--- config.mk ---
export PLATFORM = sky130hd
export DESIGN_NAME = ebike_stim_sequencer_flat
export DESIGN_NICKNAME = d
export VERILOG_FILES = /design/src/rtl/ebike_stim_sequencer_pkg.sv /design/src/rtl/ebike_stim_sequencer_if.sv /design/src/rtl/ebike_stim_sequencer_cadence.sv /design/src/rtl/ebike_stim_sequencer.sv /design/src/flat_wrapper.sv
export SDC_FILE = /design/constraint.sdc
export NUM_CORES = 2
export LEC_CHECK = 0
export ABC_AREA = 1
export CORE_AREA = 5 5 301 303
export DETAILED_ROUTE_END_ITERATION = 8
export DIE_AREA = 0 0 306 308
export DONT_BUFFER_PORTS = 1
export PLACE_DENSITY_LB_ADDON = 0.08
export SLEW_MARGIN = 15
export SYNTH_ARGS = -nofsm -noshare
export SYNTH_HDL_FRONTEND = slang
export SYNTH_SLANG_ARGS = --single-unit
--- constraint.sdc ---
create_clock -name clk -period 12.4 [get_ports clk]
set_input_delay 1.24 -clock clk [delete_from_list [all_inputs] [get_ports clk]]
set_output_delay 1.24 -clock clk [all_outputs]
set_load 0.005 [all_outputs]
--- src/rtl/ebike_stim_sequencer_pkg.sv ---
`default_nettype none
// +----------------------------------------------------------------------------+
// | Module   : ebike_stim_pkg                                                  |
// | Purpose  : Shared types and constants for the e-bike stimulus sequencer:   |
// |            FSM state encoding, prime length, default geometry and the      |
// |            layout of one packed table vector.                              |
// | Ports    : none (package)                                                  |
// | Revision : 1.0  initial release                                            |
// +----------------------------------------------------------------------------+
package ebike_stim_pkg;

  // Default geometry shared by the sequencer, its interface and users.
  localparam int NUM_CH_DEF  = 4;
  localparam int CH_W_DEF    = 12;
  localparam int YAW_W_DEF   = 16;
  localparam int DEPTH_DEF   = 16;
  localparam int DWELL_W_DEF = 20;
  localparam int CAD_W_DEF   = 16;

  // Number of cycles spent in PRIME before the first vector is driven.
  localparam int PRIME_CYCLES = 3;

  typedef enum logic [1:0] {
    IDLE  = 2'd0,
    PRIME = 2'd1,
    RUN   = 2'd2,
    DONE  = 2'd3
  } state_t;

  // Bit offsets of the fields inside one table word (default geometry).
  localparam int CH_LSB_DEF  = 0;
  localparam int YAW_LSB_DEF = NUM_CH_DEF * CH_W_DEF;
  localparam int CAD_LSB_DEF = YAW_LSB_DEF + YAW_W_DEF;
  localparam int VEC_W_DEF   = CAD_LSB_DEF + 2;

  // One table word: {cad_pick, yaw, ch[NUM_CH-1..0]}, channel 0 in the LSBs.
  typedef struct packed {
    logic [1:0]                       cad_pick;
    logic [YAW_W_DEF-1:0]             yaw;
    logic [NUM_CH_DEF*CH_W_DEF-1:0]   ch;
  } vec_t;

endpackage
`default_nettype wire

--- src/rtl/ebike_stim_sequencer_if.sv ---
`default_nettype none
// +----------------------------------------------------------------------------+
// | Module   : ebike_stim_sequencer_if                                         |
// | Purpose  : Control/table-load bus and sensor outputs of the stimulus       |
// |            sequencer bundled into one interface.                           |
// | Ports    : master - drives wr_en/wr_addr/wr_data, num_vec, dwell,          |
// |                     cad_base, start, abort; observes the sensor outputs    |
// |            slave  - the sequencer side (mirror of master)                  |
// |            Outputs: ch_out, yaw_out, cadence, vec_idx, vec_strobe, busy,   |
// |                     done                                                   |
// | Revision : 1.0  initial release                                            |
// +----------------------------------------------------------------------------+
interface ebike_stim_sequencer_if
  import ebike_stim_pkg::*;
#(
  parameter int NUM_CH  = NUM_CH_DEF,
  parameter int CH_W    = CH_W_DEF,
  parameter int YAW_W   = YAW_W_DEF,
  parameter int DEPTH   = DEPTH_DEF,
  parameter int DWELL_W = DWELL_W_DEF,
  parameter int CAD_W   = CAD_W_DEF
);
  localparam int AW    = $clog2(DEPTH);
  localparam int VEC_W = NUM_CH * CH_W + YAW_W + 2;

  // Table load and run control
  logic                    wr_en;
  logic [AW-1:0]           wr_addr;
  logic [VEC_W-1:0]        wr_data;
  logic [AW:0]             num_vec;
  logic [DWELL_W-1:0]      dwell;
  logic [CAD_W-1:0]        cad_base;
  logic                    start;
  logic                    abort;

  // Sensor stimulus and status
  logic [NUM_CH*CH_W-1:0]  ch_out;
  logic [YAW_W-1:0]        yaw_out;
  logic                    cadence;
  logic [AW-1:0]           vec_idx;
  logic                    vec_strobe;
  logic                    busy;
  logic                    done;

  modport master (
    output wr_en, wr_addr, wr_data, num_vec, dwell, cad_base, start, abort,
    input  ch_out, yaw_out, cadence, vec_idx, vec_strobe, busy, done
  );

  modport slave (
    input  wr_en, wr_addr, wr_data, num_vec, dwell, cad_base, start, abort,
    output ch_out, yaw_out, cadence, vec_idx, vec_strobe, busy, done
  );

endinterface
`default_nettype wire

--- src/rtl/ebike_stim_sequencer_cadence.sv ---
`default_nettype none
// +----------------------------------------------------------------------------+
// | Module   : ebike_cadence_gen                                               |
// | Purpose  : Cadence pulse train generator. Half-period is                   |
// |            cad_base << (cad_pick-1); cad_pick 00 holds the output low.     |
// | Ports    : clk        in  system clock                                     |
// |            RST_n      in  synchronous active-low reset                     |
// |            en_i       in  run enable (low forces output low)               |
// |            cad_pick_i in  speed pick of the current vector                 |
// |            cad_base_i in  half-period base (never 0 when enabled)          |
// |            cadence_o  out registered pulse train                           |
// | Revision : 1.0  initial release                                            |
// +----------------------------------------------------------------------------+
module ebike_cadence_gen
  import ebike_stim_pkg::*;
#(
  parameter int CAD_W = CAD_W_DEF
) (
  input  logic             clk,
  input  logic             RST_n,
  input  logic             en_i,
  input  logic [1:0]       cad_pick_i,
  input  logic [CAD_W-1:0] cad_base_i,
  output logic             cadence_o
);

  // Two extra bits so the largest shift (<<2) never overflows.
  localparam int HP_W = CAD_W + 2;

  logic [HP_W-1:0] half_per;
  logic [HP_W-1:0] cnt_q;
  logic [1:0]      pick_q;
  logic            cad_q;

  always_comb begin
    half_per = '0;
    case (cad_pick_i)
      2'b01:   half_per = {2'b00, cad_base_i};
      2'b10:   half_per = {1'b0, cad_base_i, 1'b0};
      2'b11:   half_per = {cad_base_i, 2'b00};
      default: half_per = '0;
    endcase
  end

  always_ff @(posedge clk) begin
    if (!RST_n) begin
      cnt_q  <= '0;
      pick_q <= 2'b00;
      cad_q  <= 1'b0;
    end else begin
      // Remembering 00 while disabled makes any later enable look like a
      // pick change, so every run starts from a clean low phase.
      pick_q <= en_i ? cad_pick_i : 2'b00;
      if (!en_i || (cad_pick_i == 2'b00) || (cad_pick_i != pick_q)) begin
        cnt_q <= '0;
        cad_q <= 1'b0;
      end else if (cnt_q == half_per - 1'b1) begin
        cnt_q <= '0;
        cad_q <= ~cad_q;
      end else begin
        cnt_q <= cnt_q + 1'b1;
      end
    end
  end

  assign cadence_o = cad_q;

endmodule
`default_nettype wire

--- src/rtl/ebike_stim_sequencer.sv ---
`default_nettype none
// +----------------------------------------------------------------------------+
// | Module   : ebike_stim_sequencer                                            |
// | Purpose  : Plays a table of sensor vectors (analog channels, yaw rate,     |
// |            cadence pick) out in order, each held for a programmable        |
// |            dwell, and generates the matching cadence pulse train.          |
// | Ports    : clk    in  system clock                                         |
// |            RST_n  in  synchronous active-low reset                         |
// |            bus    slave modport of ebike_stim_sequencer_if:                |
// |                   wr_en/wr_addr/wr_data table load (IDLE/DONE only),       |
// |                   num_vec/dwell/cad_base sampled on start, start, abort,   |
// |                   ch_out, yaw_out, cadence, vec_idx, vec_strobe, busy,     |
// |                   done                                                     |
// | Revision : 1.0  initial release                                            |
// +----------------------------------------------------------------------------+
module ebike_stim_sequencer
  import ebike_stim_pkg::*;
#(
  parameter int NUM_CH  = NUM_CH_DEF,
  parameter int CH_W    = CH_W_DEF,
  parameter int YAW_W   = YAW_W_DEF,
  parameter int DEPTH   = DEPTH_DEF,
  parameter int DWELL_W = DWELL_W_DEF,
  parameter int CAD_W   = CAD_W_DEF
) (
  input  logic                   clk,
  input  logic                   RST_n,
  ebike_stim_sequencer_if.slave  bus
);

  localparam int AW      = $clog2(DEPTH);
  localparam int CHS_W   = NUM_CH * CH_W;
  localparam int YAW_LSB = CHS_W;
  localparam int CAD_LSB = CHS_W + YAW_W;
  localparam int VEC_W   = CAD_LSB + 2;

  localparam logic [AW:0] DEPTH_L     = (AW + 1)'(DEPTH);
  localparam logic [1:0]  PRIME_LAST  = 2'(PRIME_CYCLES - 1);

  // Vector table; contents are undefined after reset.
  logic [VEC_W-1:0]   table_q [DEPTH];

  state_t             state_q;
  logic [1:0]         prime_cnt_q;
  logic [AW-1:0]      idx_q;
  logic [AW:0]        num_q;
  logic [DWELL_W-1:0] dwell_q;
  logic [DWELL_W-1:0] dwell_cnt_q;
  logic [CAD_W-1:0]   cad_base_q;
  logic [CHS_W-1:0]   ch_q;
  logic [YAW_W-1:0]   yaw_q;
  logic [1:0]         cad_pick_q;
  logic               strobe_q;
  logic               done_q;
  logic               busy_q;

  logic               idle_like;
  logic               prime_end;
  logic               last_vec;
  logic               dwell_end;
  logic               apply_vec;
  logic               finish_run;
  logic               cad_en;
  logic [AW-1:0]      apply_addr;
  logic [VEC_W-1:0]   rd_vec;
  logic [AW:0]        num_eff;
  logic [DWELL_W-1:0] dwell_eff;
  logic [CAD_W-1:0]   cad_base_eff;

  assign idle_like = (state_q == IDLE) || (state_q == DONE);
  assign prime_end = (state_q == PRIME) && (prime_cnt_q == PRIME_LAST);
  assign last_vec  = ({1'b0, idx_q} == (num_q - 1'b1));
  assign dwell_end = (state_q == RUN) && (dwell_cnt_q == '0);

  // The first vector is driven on the edge that leaves PRIME; later vectors
  // replace the current one on the edge where its dwell has run out.
  assign apply_vec  = (prime_end && (num_q != '0)) || (dwell_end && !last_vec);
  assign finish_run = dwell_end && last_vec;
  assign apply_addr = (state_q == PRIME) ? '0 : idx_q + 1'b1;
  assign rd_vec     = table_q[apply_addr];

  // Run parameters captured on start; zero dwell/base behave as one.
  assign num_eff      = (bus.num_vec > DEPTH_L) ? DEPTH_L : bus.num_vec;
  assign dwell_eff    = (bus.dwell == '0) ? DWELL_W'(1) : bus.dwell;
  assign cad_base_eff = (bus.cad_base == '0) ? CAD_W'(1) : bus.cad_base;

  // Table writes only land while no run is in progress.
  always_ff @(posedge clk) begin
    if (bus.wr_en && idle_like) begin
      table_q[bus.wr_addr] <= bus.wr_data;
    end
  end

  // Sequencer FSM with registered outputs. Abort shares the reset path so
  // that it beats a simultaneous start and clears every output at once.
  always_ff @(posedge clk) begin
    if (!RST_n || bus.abort) begin
      state_q     <= IDLE;
      prime_cnt_q <= '0;
      idx_q       <= '0;
      num_q       <= '0;
      dwell_q     <= '0;
      dwell_cnt_q <= '0;
      cad_base_q  <= '0;
      ch_q        <= '0;
      yaw_q       <= '0;
      cad_pick_q  <= 2'b00;
      strobe_q    <= 1'b0;
      done_q      <= 1'b0;
      busy_q      <= 1'b0;
    end else begin
      strobe_q <= 1'b0;
      done_q   <= 1'b0;

      if (apply_vec) begin
        idx_q       <= apply_addr;
        ch_q        <= rd_vec[CHS_W-1:0];
        yaw_q       <= rd_vec[YAW_LSB +: YAW_W];
        cad_pick_q  <= rd_vec[CAD_LSB +: 2];
        strobe_q    <= 1'b1;
        dwell_cnt_q <= dwell_q - 1'b1;
      end

      case (state_q)
        IDLE, DONE: begin
          if (bus.start) begin
            state_q     <= PRIME;
            busy_q      <= 1'b1;
            prime_cnt_q <= '0;
            num_q       <= num_eff;
            dwell_q     <= dwell_eff;
            cad_base_q  <= cad_base_eff;
            idx_q       <= '0;
            ch_q        <= '0;
            yaw_q       <= '0;
            cad_pick_q  <= 2'b00;
          end
        end

        PRIME: begin
          if (prime_end) begin
            if (num_q == '0) begin
              state_q <= DONE;
              busy_q  <= 1'b0;
              done_q  <= 1'b1;
            end else begin
              state_q <= RUN;
            end
          end else begin
            prime_cnt_q <= prime_cnt_q + 1'b1;
          end
        end

        RUN: begin
          if (finish_run) begin
            state_q <= DONE;
            busy_q  <= 1'b0;
            done_q  <= 1'b1;
          end else if (!dwell_end) begin
            dwell_cnt_q <= dwell_cnt_q - 1'b1;
          end
        end

        default: begin
          state_q <= IDLE;
          busy_q  <= 1'b0;
        end
      endcase
    end
  end

  // Cadence stops on the same edge that ends or aborts the run, so it is
  // already low in the first DONE/IDLE cycle.
  assign cad_en = (state_q == RUN) && !finish_run && !bus.abort;

  ebike_cadence_gen #(
    .CAD_W (CAD_W)
  ) u_cadence (
    .clk        (clk),
    .RST_n      (RST_n),
    .en_i       (cad_en),
    .cad_pick_i (cad_pick_q),
    .cad_base_i (cad_base_q),
    .cadence_o  (bus.cadence)
  );

  assign bus.ch_out     = ch_q;
  assign bus.yaw_out    = yaw_q;
  assign bus.vec_idx    = idx_q;
  assign bus.vec_strobe = strobe_q;
  assign bus.busy       = busy_q;
  assign bus.done       = done_q;

endmodule
`default_nettype wire

--- src/flat_wrapper.sv ---
// flat-port wrapper written by rule: the top's interface ports become plain ports
module ebike_stim_sequencer_flat import ebike_stim_pkg::*;
#(
  parameter int NUM_CH  = NUM_CH_DEF,
  parameter int CH_W    = CH_W_DEF,
  parameter int YAW_W   = YAW_W_DEF,
  parameter int DEPTH   = DEPTH_DEF,
  parameter int DWELL_W = DWELL_W_DEF,
  parameter int CAD_W   = CAD_W_DEF
)
  (clk, RST_n, bus_wr_en, bus_wr_addr, bus_wr_data, bus_num_vec, bus_dwell, bus_cad_base, bus_start, bus_abort, bus_ch_out, bus_yaw_out, bus_cadence, bus_vec_idx, bus_vec_strobe, bus_busy, bus_done);
  ebike_stim_sequencer_if #(.NUM_CH(NUM_CH), .CH_W(CH_W), .YAW_W(YAW_W), .DEPTH(DEPTH), .DWELL_W(DWELL_W), .CAD_W(CAD_W)) bus_i ();
  input  logic clk;
  input  logic RST_n;
  input wire logic [$bits(bus_i.wr_en)-1:0] bus_wr_en;
  input wire logic [$bits(bus_i.wr_addr)-1:0] bus_wr_addr;
  input wire logic [$bits(bus_i.wr_data)-1:0] bus_wr_data;
  input wire logic [$bits(bus_i.num_vec)-1:0] bus_num_vec;
  input wire logic [$bits(bus_i.dwell)-1:0] bus_dwell;
  input wire logic [$bits(bus_i.cad_base)-1:0] bus_cad_base;
  input wire logic [$bits(bus_i.start)-1:0] bus_start;
  input wire logic [$bits(bus_i.abort)-1:0] bus_abort;
  output wire logic [$bits(bus_i.ch_out)-1:0] bus_ch_out;
  output wire logic [$bits(bus_i.yaw_out)-1:0] bus_yaw_out;
  output wire logic [$bits(bus_i.cadence)-1:0] bus_cadence;
  output wire logic [$bits(bus_i.vec_idx)-1:0] bus_vec_idx;
  output wire logic [$bits(bus_i.vec_strobe)-1:0] bus_vec_strobe;
  output wire logic [$bits(bus_i.busy)-1:0] bus_busy;
  output wire logic [$bits(bus_i.done)-1:0] bus_done;
  assign bus_i.wr_en = bus_wr_en;
  assign bus_i.wr_addr = bus_wr_addr;
  assign bus_i.wr_data = bus_wr_data;
  assign bus_i.num_vec = bus_num_vec;
  assign bus_i.dwell = bus_dwell;
  assign bus_i.cad_base = bus_cad_base;
  assign bus_i.start = bus_start;
  assign bus_i.abort = bus_abort;
  assign bus_ch_out = bus_i.ch_out;
  assign bus_yaw_out = bus_i.yaw_out;
  assign bus_cadence = bus_i.cadence;
  assign bus_vec_idx = bus_i.vec_idx;
  assign bus_vec_strobe = bus_i.vec_strobe;
  assign bus_busy = bus_i.busy;
  assign bus_done = bus_i.done;
  ebike_stim_sequencer #(.NUM_CH(NUM_CH), .CH_W(CH_W), .YAW_W(YAW_W), .DEPTH(DEPTH), .DWELL_W(DWELL_W), .CAD_W(CAD_W)) u_core (.clk(clk), .RST_n(RST_n), .bus(bus_i));
endmodule
==> summary.md <==
| Metric | Value |
|---|---|
| Setup TNS | `0 ns` |
| Site row count | `109` |
| Most used cell along the critical path | `o21ai_0` |
| Seq/Total Area, Yosys | `72.07%` |
| Fillcell total | `6698` |
| Top_reg_cell synth | `edfxtp_1` |
| Highest routed layer | `met4` |
| Pins Over Slew Limit | `0` |
| HPWL Detailed | `65750 um` |
| Core area | `87690 um2` |
| Worst skew pair latency | `0.70 ns` |
| Worst slew pin tran | `roughly 1.2 ns` |
| Die Y | `308 um` |
| CP Launch Type | `register` |
| WL met2 | `between 60000 and 70000 um` |
| Largest net degree at the start of global routing | `between 200 and 250` |
| Worst-case clock skew | `roughly 0.024 ns` |
| Largest area contributor in the netlist | `edfxtp_1` |
| Longest Clk Path Bufs | `3` |
| Mapped Cells | `around 4000` |
| Pre-CTS WS | `approximately 8.1 ns` |
| Hold bufs inserted after CTS | `0` |
| Routed wl met3 | `between 9000 and 10000 um` |
| CTS resizes | `0` |
| Via density | `6.356` |
| Post-synth ARST share | `0%` |
| Buf+Inv Stages, Crit Path | `2` |
| Via Count | `32350` |
| Min-Delay Path Class | `reg2reg` |
| Status | `finished clean` |
| Critical-path top delay cell | `buf_4` |
| R2r endpoint | `u_core.bus.ch_out[5]` |
| Fraction of layout instances using a drive strength above 1 | `7.626%` |
| Final Cycle Share | `33.96%` |
| Die X | `306 um` |
| Gr ovfl total | `0` |
| Crit Path Class | `reg2reg` |
| Clock Root Buffer | `clkbuf_16` |
| Static leakage | `between 15 and 20 nW` |
| R2r setup slk | `~8 ns` |
| Critical path's largest stage delay | `0.96 ns` |
| Post-DR wirelength/cell | `26.10 um` |
| First-pass GRT wire length | `198600 um` |
| DR iter-0 viols | `about 3400` |
| Number of flops mapped to enable cells by yosys | `1056` |
| Ports | `188` |
| CP startpoint | `u_core.bus.vec_idx[0]` |
| Nets | `3940` |
| TritonCTS Buffers | `121` |
| Die ar. | `94250 um2` |
| CP top delay family | `buffers and inverters` |
| Area growth syn-to-layout | `10.39%` |
| Max FO, Critical Path | `between 90 and 100` |
| Worst slew margin | `16.85%` |
| Yosys reg bits | `roughly 1200` |
| Synth top area share | `65.50%` |
| Largest cells by area after synthesis | `edfxtp_1 65%, o21ai_0 6.7%, dfxtp_1 6.6%` |
| Cell count along the critical path | `10` |
| Finish-stage setup viols | `0` |
| Mapped cell area | `slightly below 50000 um2` |
| Crit path cell chain | `ha_1 -> nand2_4 -> buf_4 -> buf_4 -> o21ai_0 -> o221ai_1 -> o21ai_0 -> o21ai_0 -> nand2_1 -> a21oi_1` |
| CTS tree | `done` |
| Initial antenna violation count | `0` |
| CP Capture Type | `register` |
| Post-Route WL | `approximately 130000 um` |
| Reg clk slew, reported paths | `0.06 ns` |
| RR Startpoint | `u_core.bus.vec_idx[0]` |
| Post-layout min period | `4.211 ns` |
| Max cap viols | `0` |
| CTS sink cnt | `1215` |
| CP Data Arrival Time | `4.85 ns` |
| Worst Reg-to-Reg Cells | `10` |
| Met1 wire length | `53980 um` |
| WP data required | `13.03 ns` |
| Antenna-violating nets left | `0` |
| Placer Congestion | `0.8704` |
| Setup Fix Bufs, Post-CTS | `0` |
| CP Capture Point | `u_core.bus.ch_out[5]` |
| GRT Util Overall | `around 28%` |
| Initial core utilization | `55.21%` |
| Number of global-route vias before repair | `32360` |
| Synth Warn # | `0` |
| RSZ-0062 raised after global routing | `no` |
| Pwr Density | `160.7 nW/um2` |
| CTS HTree Levels | `3` |
| I/O Buffers | `0` |
| Syn nets | `4029` |
| Peak VDD IR | `0.1408 mV` |
| Peak Freq | `237.5 MHz` |
| First-pass iteration count of the detailed router | `6` |
| Unique masters post-synth | `42` |
| Final Hold Vio Count | `0` |
| Number of remaining DRC errors | `0` |
| Setup WS post-layout | `8.189 ns` |
| Syn Area/Cell | `12.40 um2` |
final cells by class:
class,count,area (um2),share of cell area (%)
clock buffer,187,3602,6.740
inverter,138,544.3,1.018
antenna,3,7.507,0.01405
clock inverter,42,420.4,0.7866
timing repair buffer,51,411.6,0.7702
sequential,1215,34900,65.30
multi-input combinational,2288,12100,22.65
tap,1165,1458,2.727
stage by stage:
stage	util (%)	cells	instance area, um2	hold slack [ns]	total power, mW
6_report	60.95	5089	53450	0.4927	8.588
5_1_grt	60.94	5086	53440	0.5046	8.854
4_1_cts	60.93	5086	53430	0.4895	8.624
3_5_place_dp	56.35	4857	49410	0.4744	5.012
3_3_place_gp	56.35	4857	49410	0.4692	4.997
2_1_floorplan	-	3904	48420	0.4497	4.886
worst reg2reg max path, stage by stage (launching register included):
cell      delay, ns
dfxtp_4        0.90
ha_1           0.40
nand2_4        0.10
buf_4          0.72
buf_4          0.96
o21ai_0        0.24
o221ai_1       0.19
o21ai_0        0.10
o21ai_0        0.28
nand2_1        0.09
a21oi_1        0.16
power by group:
part	internal (mW)	leakage (nW)	total, mW	switching (mW)
Combinational	0.112	4.61	0.411	0.300
Sequential	4.50	10.8	4.52	0.0203
Clock	2.15	1.97	3.66	1.51
Total	6.76	17.4	8.59	1.83
cells in the mapped netlist (11+ instances only):
cell type     n
nor2_1      668
o221ai_1    155
xnor2_1      12
a31oi_1      51
dfxtp_1     159
buf_2        13
nor2_2       17
nand3_1     110
xor2_1       42
nand2_1     219
o21ai_0     646
inv_1       130
nor3_1       14
o22ai_1     118
a21oi_1      35
nor4_1       11
nand4_1      19
o211ai_1    109
edfxtp_1   1056
clkbuf_1    237
worst min path at each step:
| stage | startpoint | end | slack, ns | depth (start not counted) |
|---|---|---|---|---|
| after floorplan | u_core.u_cadence.cnt_q[0] | u_core.u_cadence.cnt_q[0] | 0.45 | 1 |
| after global placement | u_core.u_cadence.cnt_q[0] | u_core.u_cadence.cnt_q[0] | 0.47 | 1 |
| after detailed placement | u_core.u_cadence.cnt_q[0] | u_core.u_cadence.cnt_q[0] | 0.47 | 1 |
| after CTS | u_core.state_q[0] | u_core.state_q[0] | 0.49 | 2 |
| after global routing | u_core.u_cadence.cnt_q[0] | u_core.u_cadence.cnt_q[0] | 0.50 | 1 |
| final | u_core.u_cadence.cnt_q[0] | u_core.u_cadence.cnt_q[0] | 0.49 | 1 |
per-layer routing:
| layer | GRT usage [%] | vias to the layer above |
|---|---|---|
| met1 | 36.17 | 16410 |
| li1 | - | 14370 |
| met4 | 9.365 | 0 |
| met3 | 5.095 | 256 |
| met2 | 46.99 | 1312 |
| met5 | 0 | - |
placed cells by master (no fill, tap or decap), types with 10 or more instances in the layout:
cell type  count
clkinv_2      21
clkbuf_16    126
buf_4         48
xnor2_1       12
nor2_2        18
nor4_1        11
a31oi_1       51
clkinv_1      12
dfxtp_1      158
inv_1        127
nand3_1      110
nor3_1        14
o21ai_0      646
nand2_1      217
nor2_4        23
o22ai_1      118
clkbuf_1      39
a311oi_1      10
xor2_1        42
edfxtp_1    1056
clkbuf_8      22
nand4_1       19
nor2_1       647
a21oi_1       35
o221ai_1     155
o211ai_1     109
registers in the layout, summed over array words and instances, names as in the netlist:
register / cells
u_core.table_q: 1056
u_core.bus.ch_out: 48
u_core.dwell_cnt_q: 20
u_core.dwell_q: 20
u_core.u_cadence.cnt_q: 18
u_core.bus.yaw_out: 16
u_core.cad_base_q: 16
u_core.num_q: 5
u_core.bus.vec_idx: 4
u_core.cad_pick_q: 2
u_core.prime_cnt_q: 2
u_core.state_q: 2
u_core.u_cadence.pick_q: 2
u_core.bus.busy: 1
u_core.bus.done: 1
u_core.bus.vec_strobe: 1
u_core.u_cadence.cadence_o: 1
kinds of logic after synthesis:
| logic type | synth area share (%) |
|---|---|
| adder cells (fa/ha/maj) | 0.2326 |
| flip-flops | 72.07 |
| XOR/XNOR | 0.9768 |
| AO/OA/AOI/OAI | 14.31 |
| buffers and inverters | 3.277 |
| AND/OR/NAND/NOR | 9.133 |
(Power assumes the default switching activity.)
